## src/rtl/switch_pkg.sv

```systemverilog
// switch_pkg: encodings and CRC-32 constants shared by the FCS checker and
// the trash controller.
package switch_pkg;

    // Verdict published on fcs_error and consumed by the trash controller
    typedef enum logic [1:0] {
        FCS_IDLE = 2'b00,
        FCS_BUSY = 2'b01,
        FCS_GOOD = 2'b10,
        FCS_BAD  = 2'b11
    } fcs_status_t;

    // Checker FSM states
    typedef enum logic [1:0] {
        ST_IDLE  = 2'b00,
        ST_CHECK = 2'b01,
        ST_DONE  = 2'b10
    } fcs_state_t;

    localparam logic [31:0] CRC32_INIT    = 32'hFFFF_FFFF;
    localparam logic [31:0] CRC32_POLY_R  = 32'hEDB8_8320;
    localparam logic [31:0] CRC32_RESIDUE = 32'hDEBB_20E3;

    localparam int          LEN_W   = 11;
    localparam logic [10:0] LEN_SAT = 11'd2047;

endpackage

```

## src/rtl/fcs_checker_crc32_d8.sv

```systemverilog
// crc32_d8: one byte of reflected CRC-32 (LSB first), purely combinational.
module crc32_d8
    import switch_pkg::*;
(
    input  logic [31:0] crc_in,
    input  logic [7:0]  data,
    output logic [31:0] crc_out
);

    logic [31:0] crc_w;

    // Eight serial shift/XOR steps, one per data bit, lowest bit first
    always_comb begin
        crc_w = crc_in;
        for (int i = 0; i < 8; i++) begin
            if (crc_w[0] ^ data[i]) begin
                crc_w = (crc_w >> 1) ^ CRC32_POLY_R;
            end else begin
                crc_w = crc_w >> 1;
            end
        end
        crc_out = crc_w;
    end

endmodule

```

## config.mk

```make
export PLATFORM = sky130hd
export DESIGN_NAME = crc32_d8
export DESIGN_NICKNAME = d
export VERILOG_FILES = /design/src/rtl/switch_pkg.sv /design/src/rtl/fcs_checker_crc32_d8.sv
export SDC_FILE = /design/constraint.sdc
export NUM_CORES = 1
export LEC_CHECK = 0
export BUFFER_PORTS_ARGS = -buffer_cell sky130_fd_sc_hd__buf_2
export CORE_MARGIN = 10
export CORE_UTILIZATION = 39
export DETAILED_ROUTE_END_ITERATION = 8
export GPL_TIMING_DRIVEN = 0
export PLACE_DENSITY = 0.89
export SETUP_SLACK_MARGIN = 0.02
export SLEW_MARGIN = 20
export SYNTH_ARGS = -nofsm -noshare
export SYNTH_HDL_FRONTEND = slang
export SYNTH_SLANG_ARGS = --single-unit
export TNS_END_PERCENT = 1
```

## constraint.sdc

```tcl
create_clock -name vclk -period 2.25
set_input_delay 0.3375 -clock vclk [all_inputs]
set_output_delay 0.3375 -clock vclk [all_outputs]
set_load 0.005 [all_outputs]
```

==> results of run 1 <==
[kinds of logic (layout without fill, tap and decap cells)]
| logic type | count (synthesis) | after routing |
|---|---|---|
| XOR/XNOR | 70 | 70 |
| buffers and inverters | 0 | 73 |
[area by class of cell]
| cell class | count | share of cell area, % |
|---|---|---|
| repair buffers | 73 | 29.2 |
| well taps | 27 | 2.68 |
| multi-input cells | 70 | 68.2 |
[final timing paths]
path,start,to,slack (ns),cells past startpoint
max,crc_in[1],crc_out[23],0.08,6
min,crc_in[24],crc_out[16],0.93,3
[worst max-delay path: cells and delay by family]
| family | cells | cell delay (ns) |
|---|---|---|
| XOR/XNOR | 4 | 1.23 |
| buffers and inverters | 2 | 0.27 |
[timing repair]
item	in CTS	in global routing
hold buffers	0	0
resized for setup	5	4
pin swaps	1	2
hold endpoints to repair	0	0
setup buffers	1	0
setup endpoints to repair	4	7
[power by group through the flow]
stage                     registers, mW  logic (mW)  clock network (mW)
after floorplan                       0       0.516                   0
after global placement                0       0.849                   0
after detailed placement              0       0.871                   0
after CTS                             0       0.900                   0
after global routing                  0       0.990                   0
final                                 0       0.900                   0
[cells in the mapped netlist]
cell type / n
xnor2_1: 43
xor2_1: 12
xnor2_2: 5
xor2_2: 5
xor3_1: 2
xnor2_4: 1
xnor3_1: 1
xor2_4: 1
[stage by stage]
step	hold slack, ns	TNS (ns)
CTS	0.935	0
detailed placement	0.935	-0.372
global placement	0.933	-0.205
floorplan	0.735	0
finish	0.931	0
global route	0.952	0
[layer usage]
layer,vias up,share of wire [%]
li1,359,-
met1,317,36
met2,38,55
met3,0,8.6
met4,0,0
met5,-,0
==> flow_summary.yaml, run 1 <==
final_layout:
  final_core_util_pct: 65.6
  final_cell_mix: "72 x buf_2, 40 x xnor2_1, 12 x xor2_1, 5 x xnor2_2"
  drive_gt1_share_pct: 61.5
  fillerInstances: 160
  seqCellArea_um2: 0
  seq_cell_count: 0
  fin_nets: 185
  num_antenna_cells: 0
  syn_to_final_growth_pct: 63.9
  final_common_cell: "buf_2"
  final_area_um2: 1260
  multi_input_area_um2: 860
  n_clock_buffer: 0
  final_cells: 170
synthesis:
  synth.area.mux_share_pct: 0
  yosys.area.top_type: "xnor2_1"
  synth_compound_area_share_pct: 0
  synth_top_family_by_area: "XOR/XNOR gates"
  yosys.area_share.simple_pct: 0
  synth_fa_ha_area_share_pct: 0
  ys_types: 8
  yosysWarnings: 0
  netlist_area_um2: 769
  yosysSeqAreaShare_pct: 0
  yosysTopAreaCellShare_pct: 48.9
  netlist_instances: 70
  syn_avg_cell_area_um2: 11.0
  syn_nets: 110
  synth.area.top_cells: "xnor2_1 49%, xor2_1 14%, xnor2_2 11%"
  synth-xor-area-share_pct: 100
sta:
  drv_slew: 0
  setup_violations: 0
  slew_headroom_pct: 68.7
  fmax_mhz: 460
  rsz0062_at_grt: "no"
  tightest_slew_ns: 0.468
  worst_slack_ns: 0.0761
  period_needed_ns: 2.17
  finalHoldViolations: 0
  fin_crit_sh_pct: 96.6
min_path:
  hp-class: "in2out"
power_and_ir_drop:
  p_sw_mw: 0.416
  clkPwrFrac_pct: 0
  p_total_mw: 0.900
  leakagePower_nw: 0.584
  p_seq_share_pct: 0
  internal-power_mw: 0.484
  switching_share_pct: 46.3
  irDropWorstVdd_mv: 0.516
  comb_power_share_pct: 100.0
  power.density_nw_per_um2: 714
routing:
  drc: 0
  viasPerCell: 4.20
  ant_nets: 0
  drt_wl_total_um: 2570
  dr.pass1.iters: 3
  vias: 714
  wire_per_inst_um: 15.1
  drt-initial-drc-count: 7
critical_path:
  crit_chain: "buf_2, xnor2_4, xor2_4, xnor3_1, xor3_1, buf_2"
  crit_slowest_cell: "xnor3_1"
  end_kind: "output port"
  max_stage_delay_ns: 0.49
  cp_common_cell: "buf_2"
  required_ns: 1.91
  arrival_ns: 1.84
  worst-setup-path-type: "in2out"
  cp_max_fo: 5
  start_kind: "input port"
place:
  io_buffer_count: 72
  place_inst: 169
  gp_congestion: 0.698
  preCtsSetupSlack_ns: -0.131
  postPlaceCellArea_um2: 1160
global_routing:
  grt_max_degree: 8
  grt_pass1_vias: 894
  use_met3_pct: 3.26
  antenna_found_initial: 0
  use_met2_pct: 23.8
  grt_util_all_layers_pct: 11.6
  gr-total-overflow: 0
  grt_pass1_wl_um: 4070
  use_met1_pct: 12.0
  grt_busiest_layer: "met2"
floorplanning:
  die_h_um: 64.4
  start_util_pct: 40.0
  io_pins: 72
  die-area_um2: 4150
  num_rows: 16
  die_x_um: 64.4
  core-area_um2: 1920
run:
  max-cap-violations: 0
run_status:
  run_status: "complete, no violations"
(Power assumes the default switching activity.)
==> run 2, diff against run 1 <==
--- a/config.mk
+++ b/config.mk
@@ -7,10 +7,11 @@
 export LEC_CHECK = 0
 export BUFFER_PORTS_ARGS = -buffer_cell sky130_fd_sc_hd__buf_2
 export CORE_MARGIN = 10
-export CORE_UTILIZATION = 39
+export CORE_UTILIZATION = 35
 export DETAILED_ROUTE_END_ITERATION = 8
 export GPL_TIMING_DRIVEN = 0
-export PLACE_DENSITY = 0.89
+export PLACE_DENSITY = 0.85
+export REMOVE_ABC_BUFFERS = 1
 export SETUP_SLACK_MARGIN = 0.02
 export SLEW_MARGIN = 20
 export SYNTH_ARGS = -nofsm -noshare
==> constraint.sdc (replaced) <==
create_clock -name vclk -period 1.9
set_input_delay 0.285 -clock vclk [all_inputs]
set_output_delay 0.285 -clock vclk [all_outputs]
set_load 0.005 [all_outputs]
==> flow_summary.yaml, run 2 (synthesized netlist as in run 1, its figures left out) <==
routing:
  viasPerCell: 4.19
  wire_per_inst_um: 15.9
  vias: 750
  ant_nets: 0
  drc: 0
  dr.pass1.iters: 4
  drt_wl_total_um: 2840
  drt-initial-drc-count: 9
critical_path:
  worst-setup-path-type: "in2out"
  crit_chain: "buf_2, xnor2_4, xnor2_1, xnor2_2, xor3_1, buf_2"
  crit_family: "XOR/XNOR gates"
  cp_common_cell: "buf_2"
  cp_num_buf_inv: 2
  arrival_ns: 1.65
  max_stage_delay_ns: 0.36
  end_kind: "output port"
  required_ns: 1.62
  start_kind: "input port"
  crit_slowest_cell: "xnor2_1"
  cp_max_fo: 4
place:
  gp_congestion: 0.815
  io_buffer_count: 72
  preCtsSetupSlack_ns: -0.396
  dpl.hpwl_um: 2280
min_path:
  hp-class: "in2out"
sta:
  tightest_slew_ns: 0.390
  drv_slew: 0
  fin_crit_sh_pct: 102
  slew_headroom_pct: 73.8
  rsz0062_at_grt: "yes"
  fmax_mhz: 516
  setup_violations: 2
  period_needed_ns: 1.94
  finalHoldViolations: 0
  worst_slack_ns: -0.0362
  holdWs_ns: 0.830
global_routing:
  grt_pass1_vias: 847
  antenna_found_initial: 0
  gr-total-overflow: 0
  grt_pass1_wl_um: 3960
  grt_max_degree: 7
  grt_util_all_layers_pct: 10.6
final_layout:
  final_common_cell: "buf_2"
  fillerInstances: 145
  num_antenna_cells: 0
  drive_gt1_share_pct: 67.8
  final_cell_mix: "66 x buf_2, 37 x xnor2_1, 10 x xor2_1, 7 x xnor2_4, 7 x buf_4"
  n_clock_buffer: 0
  seqCellArea_um2: 0
  fin_nets: 194
  seq_cell_count: 0
  syn_to_final_growth_pct: 94.6
floorplanning:
  core-area_um2: 2020
  die-area_um2: 4470
  die_x_um: 66.9
  die_h_um: 66.9
  num_rows: 16
  start_util_pct: 38.1
  io_pins: 72
power_and_ir_drop:
  irDropWorstVdd_mv: 0.531
  power.density_nw_per_um2: 806
  leakagePower_nw: 0.680
run_status:
  violations: "negative setup slack"
  run_status: "complete, but fails checks"
clocking:
  postCtsHoldBufs: 0
run:
  max-cap-violations: 0
## run 2: cell count changes in the layout (fill, tap and decap cells not counted), sizes merged
cell	before	now
buf	73	82
## run 2: where the power goes
part	leakage (nW)	internal, mW	switching (mW)	total [mW]
logic	0.680	0.667	0.540	1.21
registers	0	0	0	0
clock network	0	0	0	0
## run 2: worst min-delay path: stages
cell     delay [ns]
buf_2          0.09
xnor2_1        0.06
buf_2          0.12
## run 2: timing repair
item                       CTS  global route
setup endpoints to repair   17            14
resized for setup           17            18
pin swaps                    6             4
setup buffers                6             4
## run 2: path summary, 6_finish.rpt
| path | startpoint | endpoint | slack, ns | depth (start not counted) |
|---|---|---|---|---|
| worst min-delay path | crc_in[14] | crc_out[6] | 0.83 | 3 |
| worst max-delay path | crc_in[3] | crc_out[23] | -0.04 | 6 |
## run 2: final cells by class
type / instances / area [um^2] / area share (%)
timing repair buffer: 82 / 509 / 34.0
multi-input combinational: 70 / 955 / 63.7
tap: 27 / 33.8 / 2.26
## run 2: stage by stage
step	utilization (%)	setup TNS, ns	power, mW	cells	cell area (um^2)
2_1_floorplan	-	-0.0350	0.611	70	769
3_3_place_gp	57.5	-2.84	1.01	169	1160
3_5_place_dp	57.5	-3.11	1.04	169	1160
4_1_cts	67.8	-0.230	1.14	175	1370
5_1_grt	74.1	-0.428	1.30	179	1500
6_report	74.1	-0.0667	1.21	179	1500
## run 2: metal layers
layer / part of all wire (%) / vias up / GRT usage (%)
met5: 0 / - / 0
met4: 0 / 0 / 0
met3: 12 / 0 / 3.34
met2: 59 / 38 / 23.5
met1: 30 / 337 / 9.17
li1: - / 375 / -
==> run 3, diff against run 2 <==
--- a/config.mk
+++ b/config.mk
@@ -5,12 +5,13 @@
 export SDC_FILE = /design/constraint.sdc
 export NUM_CORES = 1
 export LEC_CHECK = 0
+export ABC_AREA = 1
 export BUFFER_PORTS_ARGS = -buffer_cell sky130_fd_sc_hd__buf_2
 export CORE_MARGIN = 10
-export CORE_UTILIZATION = 35
+export CORE_UTILIZATION = 42
 export DETAILED_ROUTE_END_ITERATION = 8
 export GPL_TIMING_DRIVEN = 0
-export PLACE_DENSITY = 0.85
+export PLACE_DENSITY = 0.86
 export REMOVE_ABC_BUFFERS = 1
 export SETUP_SLACK_MARGIN = 0.02
 export SLEW_MARGIN = 20
==> flow_summary.yaml, run 3 <==
final_layout:
  final_cells: 298
  n_clock_buffer: 0
  syn_to_final_growth_pct: 32.8
  fillerInstances: 271
  multi_input_area_um2: 1110
  drive_gt1_share_pct: 42.3
  fin_nets: 309
  final_cell_mix: "72 x buf_2, 62 x nand2_1, 40 x xor2_1, 31 x inv_1, 21 x nand2_2"
  num_antenna_cells: 0
  final_common_cell: "buf_2"
  seq_cell_count: 0
  seqCellArea_um2: 0
  final_area_um2: 1640
routing:
  drt_wl_total_um: 3270
  drc: 0
  vias: 1323
  ant_nets: 0
  drt-initial-drc-count: 22
  wire_per_inst_um: 11.0
  viasPerCell: 4.44
  dr.pass1.iters: 4
place:
  place_inst: 298
  io_buffer_count: 72
  preCtsSetupSlack_ns: 0.147
  postPlaceCellArea_um2: 1630
  gp_congestion: 0.768
  dpl.hpwl_um: 2970
synthesis:
  synth-xor-area-share_pct: 42.6
  yosys.area_share.simple_pct: 47.1
  synth_fa_ha_area_share_pct: 0
  synth.area.top_cells: "xor2_1 28%, nand2_1 19%, nand2_2 11%"
  netlist_area_um2: 1230
  synth_top_family_by_area: "simple AND/OR/NAND/NOR gates"
  yosysWarnings: 0
  synth_compound_area_share_pct: 0
  synth_most_common_cell: "nand2_1"
  yosysTopAreaCellShare_pct: 28.4
  syn_avg_cell_area_um2: 6.33
  netlist_instances: 195
  ys_types: 16
  yosys.area.top_type: "xor2_1"
  synth.area.mux_share_pct: 0
  synth_common_cells: "62 x nand2_1, 40 x xor2_1, 31 x inv_1"
  yosysSeqAreaShare_pct: 0
power_and_ir_drop:
  switching_share_pct: 54.5
  clkPwrFrac_pct: 0
  p_seq_share_pct: 0
  power.density_nw_per_um2: 457
  p_sw_mw: 0.408
  p_total_mw: 0.748
  internal-power_mw: 0.340
  comb_power_share_pct: 100.0
  leakagePower_nw: 1.03
  irDropWorstVdd_mv: 0.274
sta:
  period_needed_ns: 1.75
  finalHoldViolations: 0
  setup_violations: 0
  slew_headroom_pct: 85.3
  final.setup.tns_ns: 0
  worst_slack_ns: 0.147
  drv_slew: 0
  fmax_mhz: 570
  fin_crit_sh_pct: 92.3
  rsz0062_at_grt: "yes"
  tightest_slew_ns: 0.221
global_routing:
  antenna_found_initial: 0
  grt_pass1_vias: 1331
  grt_util_all_layers_pct: 11.6
  gr-total-overflow: 0
  grt_max_degree: 10
  grt_pass1_wl_um: 5490
min_path:
  hp-class: "in2out"
critical_path:
  crit_chain: "buf_2, inv_1, nand2_1, nand2_2, nand2_2, nand2_4, xor2_2, xor2_1, inv_1, buf_2"
  start_kind: "input port"
  end_kind: "output port"
  crit_slowest_cell: "xor2_2"
  max_stage_delay_ns: 0.22
  worst-setup-path-type: "in2out"
  cp_max_fo: 7
  arrival_ns: 1.47
  required_ns: 1.62
  cp_num_buf_inv: 4
  crit_family: "simple AND/OR/NAND/NOR gates"
clocking:
  cts_setup_buffers: 0
run:
  max-cap-violations: 0
run_status:
  run_status: "complete, no violations"
floorplanning:
  core-area_um2: 2780
  num_rows: 19
  die_x_um: 74.2
  start_util_pct: 44.4
  io_pins: 72
  die_h_um: 74.2
  die-area_um2: 5500
==> run 3: path summary, 6_finish.rpt <==
check	from	endpoint	slack, ns	cells past startpoint
max	data[3]	crc_out[16]	0.15	10
min	crc_in[19]	crc_out[11]	0.82	3
==> run 3: timing repair <==
| action | CTS | global route |
|---|---|---|
| hold endpoints to repair | 0 | 0 |
| endpoints found under the setup margin | 0 | 4 |
| hold buffers | 0 | 0 |
| resized for setup | 0 | 1 |
==> run 3: cells by family (layout without fill, tap and decap cells) <==
family	count (synthesis)	in the layout
simple gates	107	107
buf+inv	34	106
xor+xnor	54	54
==> run 3: final cells by class <==
type / instances / share of cell area (%)
inverter: 34 / 7.79
multi-input combinational: 161 / 67.8
tap: 31 / 2.37
timing repair buffer: 72 / 22.0
==> run 3: power groups by stage <==
stage	Clock [mW]	Combinational, mW	Sequential, mW
after detailed placement	0	0.762	0
after global routing	0	0.841	0
after CTS	0	0.764	0
after floorplan	0	0.479	0
final	0	0.748	0
after global placement	0	0.746	0
==> run 3: routing by layer <==
layer	GRT usage (%)	vias up	wire, um
met5	0	-	0
met4	0	0	0
met3	4.12	0	418
met2	23.9	43	1710
met1	11.3	574	1140
li1	-	706	-
==> run 3: per-stage QoR <==
step                hold WS, ns  util (%)
floorplan                 0.625         -
global placement          0.824      58.7
detailed placement        0.825      58.7
CTS                       0.825      58.7
global route              0.839      58.9
finish                    0.824      58.9
